==> src/rtl/z_history_writer_pkg.sv <==
// Shared types and ADMM dimension constants for the z / z_prev history writer
// and the residual calculator that reads the same memories.
package z_history_writer_pkg;

    localparam int ADMM_INPUT_DIM        = 4;
    localparam int ADMM_HORIZON          = 30;
    localparam int ADMM_DATA_WIDTH_STATE = 192;
    // Width of the u / input-side vectors used alongside z by the residual stage.
    localparam int ADMM_DATA_WIDTH_INPUT = 64;
    localparam int ADMM_ADDR_WIDTH       = 9;

    typedef enum logic [2:0] {
        ZHW_IDLE,
        ZHW_ACCEPT,
        ZHW_WAIT,
        ZHW_COMMIT,
        ZHW_DONE
    } zhw_state_t;

endpackage

==> src/rtl/z_history_writer_addr_gen.sv <==
// Element-total computation (horizon clamp) and the linear index counter with
// its last-element flag for the z history writer.
module zhw_addr_gen #(
    parameter int INPUT_DIM  = 4,
    parameter int HORIZON    = 30,
    parameter int ADDR_WIDTH = 9
) (
    input  logic                  clk,
    input  logic                  rst,
    input  logic [31:0]           active_horizon,
    input  logic                  load,
    input  logic                  step,
    output logic                  total_zero,
    output logic [ADDR_WIDTH-1:0] idx,
    output logic                  last
);

    localparam int CW = ADDR_WIDTH + 1;

    logic [31:0]           h_clamped;
    logic [CW-1:0]         total_calc;
    logic [CW-1:0]         total_reg;
    logic [ADDR_WIDTH-1:0] idx_reg;

    // One step fewer than the horizon: matches the residual calculator's scan range.
    always_comb begin
        h_clamped = (active_horizon > 32'(HORIZON)) ? 32'(HORIZON) : active_horizon;
        if (h_clamped <= 32'd1) begin
            total_calc = '0;
        end else begin
            total_calc = (CW'(h_clamped) - CW'(1)) * CW'(INPUT_DIM);
        end
    end

    always_ff @(posedge clk or posedge rst) begin
        if (rst) begin
            total_reg <= '0;
            idx_reg   <= '0;
        end else if (load) begin
            total_reg <= total_calc;
            idx_reg   <= '0;
        end else if (step) begin
            idx_reg <= idx_reg + ADDR_WIDTH'(1);
        end
    end

    assign total_zero = (total_calc == '0);
    assign idx        = idx_reg;
    assign last       = ({1'b0, idx_reg} == (total_reg - CW'(1)));

endmodule

==> src/rtl/z_history_writer.sv <==
// Writer for the z / z_prev memory pair: per element, old z is copied to z_prev
// and z is overwritten with the streamed value. Optional macro: Z_PREV_SEED_EN.
module z_history_writer
    import z_history_writer_pkg::*;
#(
    parameter int INPUT_DIM        = ADMM_INPUT_DIM,
    parameter int HORIZON          = ADMM_HORIZON,
    parameter int DATA_WIDTH_STATE = ADMM_DATA_WIDTH_STATE,
    parameter int ADDR_WIDTH       = ADMM_ADDR_WIDTH
) (
    input  logic                        clk,
    input  logic                        rst,
    input  logic                        start,
`ifdef Z_PREV_SEED_EN
    input  logic                        first_iter,
`endif
    input  logic [31:0]                 active_horizon,
    input  logic                        in_valid,
    output logic                        in_ready,
    input  logic [DATA_WIDTH_STATE-1:0] in_data,
    output logic [ADDR_WIDTH-1:0]       z_rdaddress,
    input  logic [DATA_WIDTH_STATE-1:0] z_data_out,
    output logic [ADDR_WIDTH-1:0]       z_wraddress,
    output logic                        z_wren,
    output logic [DATA_WIDTH_STATE-1:0] z_data_in,
    output logic [ADDR_WIDTH-1:0]       z_prev_wraddress,
    output logic                        z_prev_wren,
    output logic [DATA_WIDTH_STATE-1:0] z_prev_data_in,
    output logic                        busy,
    output logic                        done,
    output logic [ADDR_WIDTH:0]         elem_count
);

    localparam int CW = ADDR_WIDTH + 1;

    zhw_state_t                  state_reg, state_next;
    logic [DATA_WIDTH_STATE-1:0] new_reg;
    logic [ADDR_WIDTH-1:0]       rdaddr_reg;
    logic [ADDR_WIDTH-1:0]       wraddr_reg;
    logic                        wren_reg, wren_next;
    logic                        busy_reg, busy_next;
    logic                        done_reg, done_next;
    logic [CW-1:0]               count_reg, count_next;
    logic                        load;
    logic                        step;
    logic                        handshake;
    logic                        total_zero;
    logic                        last;
    logic [ADDR_WIDTH-1:0]       idx;

    zhw_addr_gen #(
        .INPUT_DIM  (INPUT_DIM),
        .HORIZON    (HORIZON),
        .ADDR_WIDTH (ADDR_WIDTH)
    ) u_addr_gen (
        .clk            (clk),
        .rst            (rst),
        .active_horizon (active_horizon),
        .load           (load),
        .step           (step),
        .total_zero     (total_zero),
        .idx            (idx),
        .last           (last)
    );

    assign handshake = (state_reg == ZHW_ACCEPT) && in_valid;

    always_comb begin
        state_next = state_reg;
        wren_next  = 1'b0;
        busy_next  = busy_reg;
        done_next  = done_reg;
        count_next = count_reg;
        load       = 1'b0;
        step       = 1'b0;
        case (state_reg)
            ZHW_IDLE: begin
                if (start) begin
                    load       = 1'b1;
                    busy_next  = 1'b1;
                    done_next  = 1'b0;
                    count_next = '0;
                    state_next = total_zero ? ZHW_DONE : ZHW_ACCEPT;
                end
            end
            ZHW_ACCEPT: begin
                if (in_valid) begin
                    state_next = ZHW_WAIT;
                end
            end
            ZHW_WAIT: begin
                wren_next  = 1'b1;
                state_next = ZHW_COMMIT;
            end
            ZHW_COMMIT: begin
                step       = 1'b1;
                count_next = count_reg + CW'(1);
                if (last) begin
                    busy_next  = 1'b0;
                    done_next  = 1'b1;
                    state_next = ZHW_DONE;
                end else begin
                    state_next = ZHW_ACCEPT;
                end
            end
            ZHW_DONE: begin
                busy_next = 1'b0;
                done_next = 1'b1;
                // Only leave once done has actually been visible to the requester.
                if (!start && done_reg) begin
                    done_next  = 1'b0;
                    state_next = ZHW_IDLE;
                end
            end
            default: begin
                state_next = ZHW_IDLE;
            end
        endcase
    end

    always_ff @(posedge clk or posedge rst) begin
        if (rst) begin
            state_reg  <= ZHW_IDLE;
            wren_reg   <= 1'b0;
            busy_reg   <= 1'b0;
            done_reg   <= 1'b0;
            count_reg  <= '0;
            new_reg    <= '0;
            rdaddr_reg <= '0;
            wraddr_reg <= '0;
        end else begin
            state_reg <= state_next;
            wren_reg  <= wren_next;
            busy_reg  <= busy_next;
            done_reg  <= done_next;
            count_reg <= count_next;
            if (handshake) begin
                new_reg    <= in_data;
                rdaddr_reg <= idx;
                wraddr_reg <= idx;
            end
        end
    end

`ifdef Z_PREV_SEED_EN
    logic seed_reg;

    always_ff @(posedge clk or posedge rst) begin
        if (rst) begin
            seed_reg <= 1'b0;
        end else if (state_reg == ZHW_IDLE && start) begin
            seed_reg <= first_iter;
        end
    end

    // Seeding z_prev with the new value makes the first dual residual zero.
    assign z_prev_data_in = wren_reg ? (seed_reg ? new_reg : z_data_out) : '0;
`else
    assign z_prev_data_in = wren_reg ? z_data_out : '0;
`endif

    assign in_ready         = (state_reg == ZHW_ACCEPT);
    assign z_rdaddress      = rdaddr_reg;
    assign z_wraddress      = wraddr_reg;
    assign z_prev_wraddress = wraddr_reg;
    assign z_wren           = wren_reg;
    assign z_prev_wren      = wren_reg;
    assign z_data_in        = new_reg;
    assign busy             = busy_reg;
    assign done             = done_reg;
    assign elem_count       = count_reg;

endmodule

==> config.mk <==
export PLATFORM = sky130hd
export DESIGN_NAME = z_history_writer
export DESIGN_NICKNAME = d
export VERILOG_FILES = /design/src/rtl/z_history_writer_pkg.sv /design/src/rtl/z_history_writer_addr_gen.sv /design/src/rtl/z_history_writer.sv
export SDC_FILE = /design/constraint.sdc
export NUM_CORES = 1
export LEC_CHECK = 0
export ABC_AREA = 1
export CAP_MARGIN = 10
export CELL_PAD_IN_SITES_DETAIL_PLACEMENT = 0
export CELL_PAD_IN_SITES_GLOBAL_PLACEMENT = 1
export CORE_AREA = 4 4 329 331
export DETAILED_ROUTE_END_ITERATION = 10
export DIE_AREA = 0 0 333 335
export GPL_ROUTABILITY_DRIVEN = 0
export GPL_TIMING_DRIVEN = 0
export PLACE_DENSITY = 0.4
export SYNTH_ARGS = -nofsm -noshare
export SYNTH_HDL_FRONTEND = slang
export SYNTH_SLANG_ARGS = --single-unit
==> constraint.sdc <==
create_clock -name clk -period 12.8 [get_ports clk]
set_input_delay 1.92 -clock clk [delete_from_list [all_inputs] [get_ports clk]]
set_output_delay 1.92 -clock clk [all_outputs]
set_load 0.1 [all_outputs]
* Yosys cells after proc, flatten, opt, wreduce, memory -nomap -nowiden
Cells that the tools add are included.
** Storage, ports and cells
- Bits in registers :: 236
- Output and inout port bits :: 426
** Operators by class
- Equal/unequal tests :: 9
- Multiplexer cells :: 24
- Add/sub/neg operators :: 4
- Magnitude comparators :: 2
- Reductions and logical operators :: 11
** Operators with widths (number)
- $mux 192 :: 1
- $gt 32x5->1 const B :: 1
- $le 32x1->1 const B :: 1
- $mux 32 :: 1
- $mux 10 :: 2
- $pmux 10 s2 :: 1
- $mux 9 :: 2
- $mux 3 :: 5
- $pmux 3 s5 :: 1
- $add 10x1->10 const B :: 1
- $eq 9x10->1 :: 1
- $logic_not 10->1 :: 1
- $sub 10x1->10 const B :: 1
- $add 9x1->9 const B :: 1
- $mux 1 :: 9
- $ne 2x2->1 const B :: 4
- $sub 8x1->8 const B :: 1
- $eq 3x2->1 const B :: 2
- $pmux 1 s3 :: 2
- $reduce_and 3->1 :: 2
- $reduce_bool 2->1 :: 2
- $eq 3x1->1 const B :: 1
- $eq 3x3->1 const B :: 1
- $logic_not 3->1 :: 1
- other kinds (4) :: 5

* Logic depth before layout (Yosys ltp)
- Depth after elaboration :: 8
- Depth in mapped cells :: 19

* By module
A second synthesis with hierarchy kept.
** Unflattened totals
- Cells, all modules :: 1597
- Area, all modules :: 11818.8 um^2
** Modules (own cells, without submodules)
- z_history_writer :: cells an instance 1423, instances 1, area an instance 10580.1 um^2
- zhw_addr_gen :: cells an instance 174, instances 1, area an instance 1238.7 um^2

* Least setup slack after synthesis
Ideal clock, no wire load.
- Path kind :: input-to-output
- Start :: input z_data_out[10]
- End :: output z_prev_data_in[10]
- Arrival time :: 2559 ps
- Slack :: 8321 ps
- Cell stages on the path :: 2
- Required time :: 10880 ps
- Cells stage by stage :: nand2_1 > inv_1
** Between the ends
- Cells in the longest elaborated chain, start to end :: 1
** Ends and longest elaborated chain
- from (decl) :: RTL line z_history_writer.sv:22 : input logic [DATA_WIDTH_STATE-1:0] z_data_out,
- $mux 192 :: RTL line z_history_writer.sv:159 : assign z_prev_data_in = wren_reg ? z_data_out : '0;
- to (decl) :: RTL line z_history_writer.sv:28 : output logic [DATA_WIDTH_STATE-1:0] z_prev_data_in,
Every way passes these cells.

* Worst setup path in the final report
- Start :: register wren_reg, in the netlist z_prev_wren
- End :: output z_prev_data_in[55]
** Between the ends
- Cells in the longest elaborated chain, start to end :: 1
** Ends and longest elaborated chain
- from (decl) :: RTL line z_history_writer.sv:40 : logic wren_reg, wren_next;
- from (signal assigned) :: RTL line z_history_writer.sv:133 : wren_reg <= wren_next;
- $mux 192 :: RTL line z_history_writer.sv:159
Every way passes these cells.

==> flow_metrics.py <==
metrics = {
    "status": {
        "status": "finished clean",
    },
    "worst_setup_path": {
        "worst_setup_path_endpoint": "z_prev_data_in[55]",
        "cp-end-kind": "output port",
        "cp.arrival_ns": 3.96,
        "r2r_start": "state_reg[2]",
        "critical_path_peak_fanout": 10,
        "startpoint_type": "flip-flop",
        "required_ns": 10.88,
        "r2r-end": "z_data_in[183]",
        "startpoint": "z_prev_wren",
        "reg2reg_slack_ns": 10.41,
        "rr_worst_depth": 7,
        "setup.worst_path.class": "reg -> out",
    },
    "yosys": {
        "synth_top_cell_area_share_pct": 52.3,
        "synth-edff-count": 0,
        "synth_area_leaders": "dfrtp_1, mux2_1, nand2_1, inv_1, buf_4",
        "yosysSeqAreaShare_pct": 52.3,
        "mappedNetlistArea_sq_mm": 0.0112,
        "synth_warnings": 0,
        "syn_avg_cell_area_sq_um": 9.74,
        "synth_top_flop_cell": "dfrtp_1",
        "ys_ff_latch": 234,
        "ys_async_sr_fraction_pct": 100,
        "netlist_instances": 1149,
        "synth_fp_nets": 1574,
        "yosys.area.top_type": "dfrtp_1",
        "synth_cell_type_count": 38,
    },
    "drt": {
        "vias": 11300,
        "avgViaCountPerCell": 3.26,
        "drt_iter0_markers": 404,
        "wl_microns": 69400,
        "firstDrtPassIters": 4,
        "drc": 0,
        "ant_nets": 0,
        "post_drt_wl_per_cell_microns": 20.1,
    },
    "cts": {
        "cts_root_buffer": "clkbuf_16",
        "clock-sinks": 234,
        "cts_setup_buffers": 0,
        "htreeDepth": 2,
        "cts_tree": "built",
        "clk_latency_ns": 0.57,
        "clkTransAtPathRegs_ns": 0.05,
        "cts_resized": 0,
        "hold_buffers": 0,
        "cts_made_buffers": 35,
        "cts.path.max_buffers": 3,
    },
    "global_route": {
        "grt_max_degree": 99,
        "first_global_vias": 12300,
        "grt_pass1_wl_microns": 94700,
        "grt_remaining_overflow": 0,
        "grt_use_total_pct": 11.8,
        "antenna_found_initial": 20,
    },
    "timing": {
        "relSlewSlack_pct": 14.7,
        "rsz0062_at_grt": "no",
        "tightest_slew_ns": 1.27,
        "skew_ns": 0.0213,
        "final.period_utilization_pct": 46.0,
        "finalHoldViolCount": 0,
        "slew_violations": 0,
        "final.min_clock_period_ns": 5.88,
        "fmax_mhz": 170,
        "finalSetupViolCount": 0,
    },
    "placement": {
        "dp_hpwl_microns": 58400,
        "io_buffers": 845,
    },
    "floorplan": {
        "coreArea_sq_mm": 0.105,
        "io_pins": 846,
        "fp-row-count": 119,
        "initial_utilization_pct": 10.6,
        "die-area_sq_mm": 0.112,
        "die_x_microns": 333,
        "die_y_microns": 335,
    },
    "final_layout": {
        "finish.utilization_pct": 21.5,
        "synthToLayoutAreaGrowth_pct": 102,
        "drive_gt1_share_pct": 6.12,
        "nets": 2458,
        "fillerInstances": 11600,
        "largest_register_ffs": 192,
    },
    "hold_path": {
        "hold_class": "reg -> reg",
    },
    "run": {
        "drv_cap": 0,
    },
}
## metal layers
metal  part of all wire, %  global-route usage, %  vias to the layer above
met2                    52                   21.9                      482
met5                  0.12                      0                        -
li1                      -                      -                     5316
met3                   9.2                   4.86                      101
met4                   3.6                   4.35                       16
met1                    35                   11.9                     5352
## Yosys cell counts, types with 5 or more instances
cell type    n
nand2_1    264
dfrtp_1    234
inv_1      234
mux2_1     193
nor2_1      35
buf_2       22
clkbuf_1    22
buf_4       21
o21ai_0     21
nand3_1     17
a21oi_1     10
o21ai_1     10
inv_2        7
nand4_1      7
nor2_2       6
ha_1         5
nor3_1       5
xnor2_1      5
xor2_1       5
## layout make-up
cell class	instances	area, sq um	area share [%]
repair buffers	847	8510	37.7
flip-flops and latches	234	5860	25.9
multi-input cells	609	4080	18.0
well taps	1391	1740	7.70
clock buffers	52	1040	4.60
inverters	241	912	4.03
plain buffers	65	350	1.55
clock inverters	10	96.3	0.426
diodes	10	25.0	0.111
## cell families (layout without fill, tap and decap cells)
logic type	after synthesis	count (layout)	synth area share [%]
multiplexers	193	193	19.4
AO/OA/AOI/OAI	52	52	2.59
XOR/XNOR	10	10	0.783
other	0	10	0
buffers and inverters	306	1215	11.2
AND/OR/NAND/NOR	349	349	13.1
flip-flops	234	234	52.3
adder cells (fa/ha/maj)	5	5	0.559
## how the worst min path moves through the flow
stage | start | end | slack, ns | cells past startpoint
floorplan | u_addr_gen.idx[2] | u_addr_gen.idx[2] | 0.46 | 1
global placement | busy | busy | 0.47 | 2
detailed placement | busy | busy | 0.47 | 2
CTS | z_data_in[158] | z_data_in[158] | 0.49 | 1
global route | z_data_in[53] | z_data_in[53] | 0.50 | 1
finish | z_data_in[122] | z_data_in[122] | 0.49 | 1
## worst max-delay path, stage by stage, from the launching register on
cell and delay, ns:
dfrtp_1 0.67, clkbuf_1 0.68, clkbuf_1 0.57, nand2_1 0.11, inv_1 0.08, clkdlybuf4s50_1 1.24
## through the flow
| stage | worst slack (ns) | TNS [ns] | area, sq um | hold slack [ns] | cells |
|---|---|---|---|---|---|
| 4_1_cts | 6.59 | 0 | 22600 | 0.492 | 3449 |
| 5_1_grt | 6.52 | 0 | 22600 | 0.496 | 3451 |
| 2_1_floorplan | 4.46 | 0 | 11200 | 0.456 | 1149 |
| 3_5_place_dp | 6.98 | 0 | 21400 | 0.470 | 3387 |
| 6_report | 6.92 | 0 | 22600 | 0.486 | 3459 |
| 3_3_place_gp | -0.0898 | -9.64 | 21400 | 0.472 | 3385 |
## cell usage in the layout, fill, tap and decap left out, types with 22 or more instances in the layout
master and n:
nor2_1 35, nand2_1 264, clkdlybuf4s50_1 845, buf_2 22, inv_1 233, clkbuf_1 29, mux2_1 193, clkbuf_16 35
dfrtp_1 234
Power is left out: the tool's default activity adds up to more than one toggle a clock period on the data nets, which glitch-free logic cannot reach.
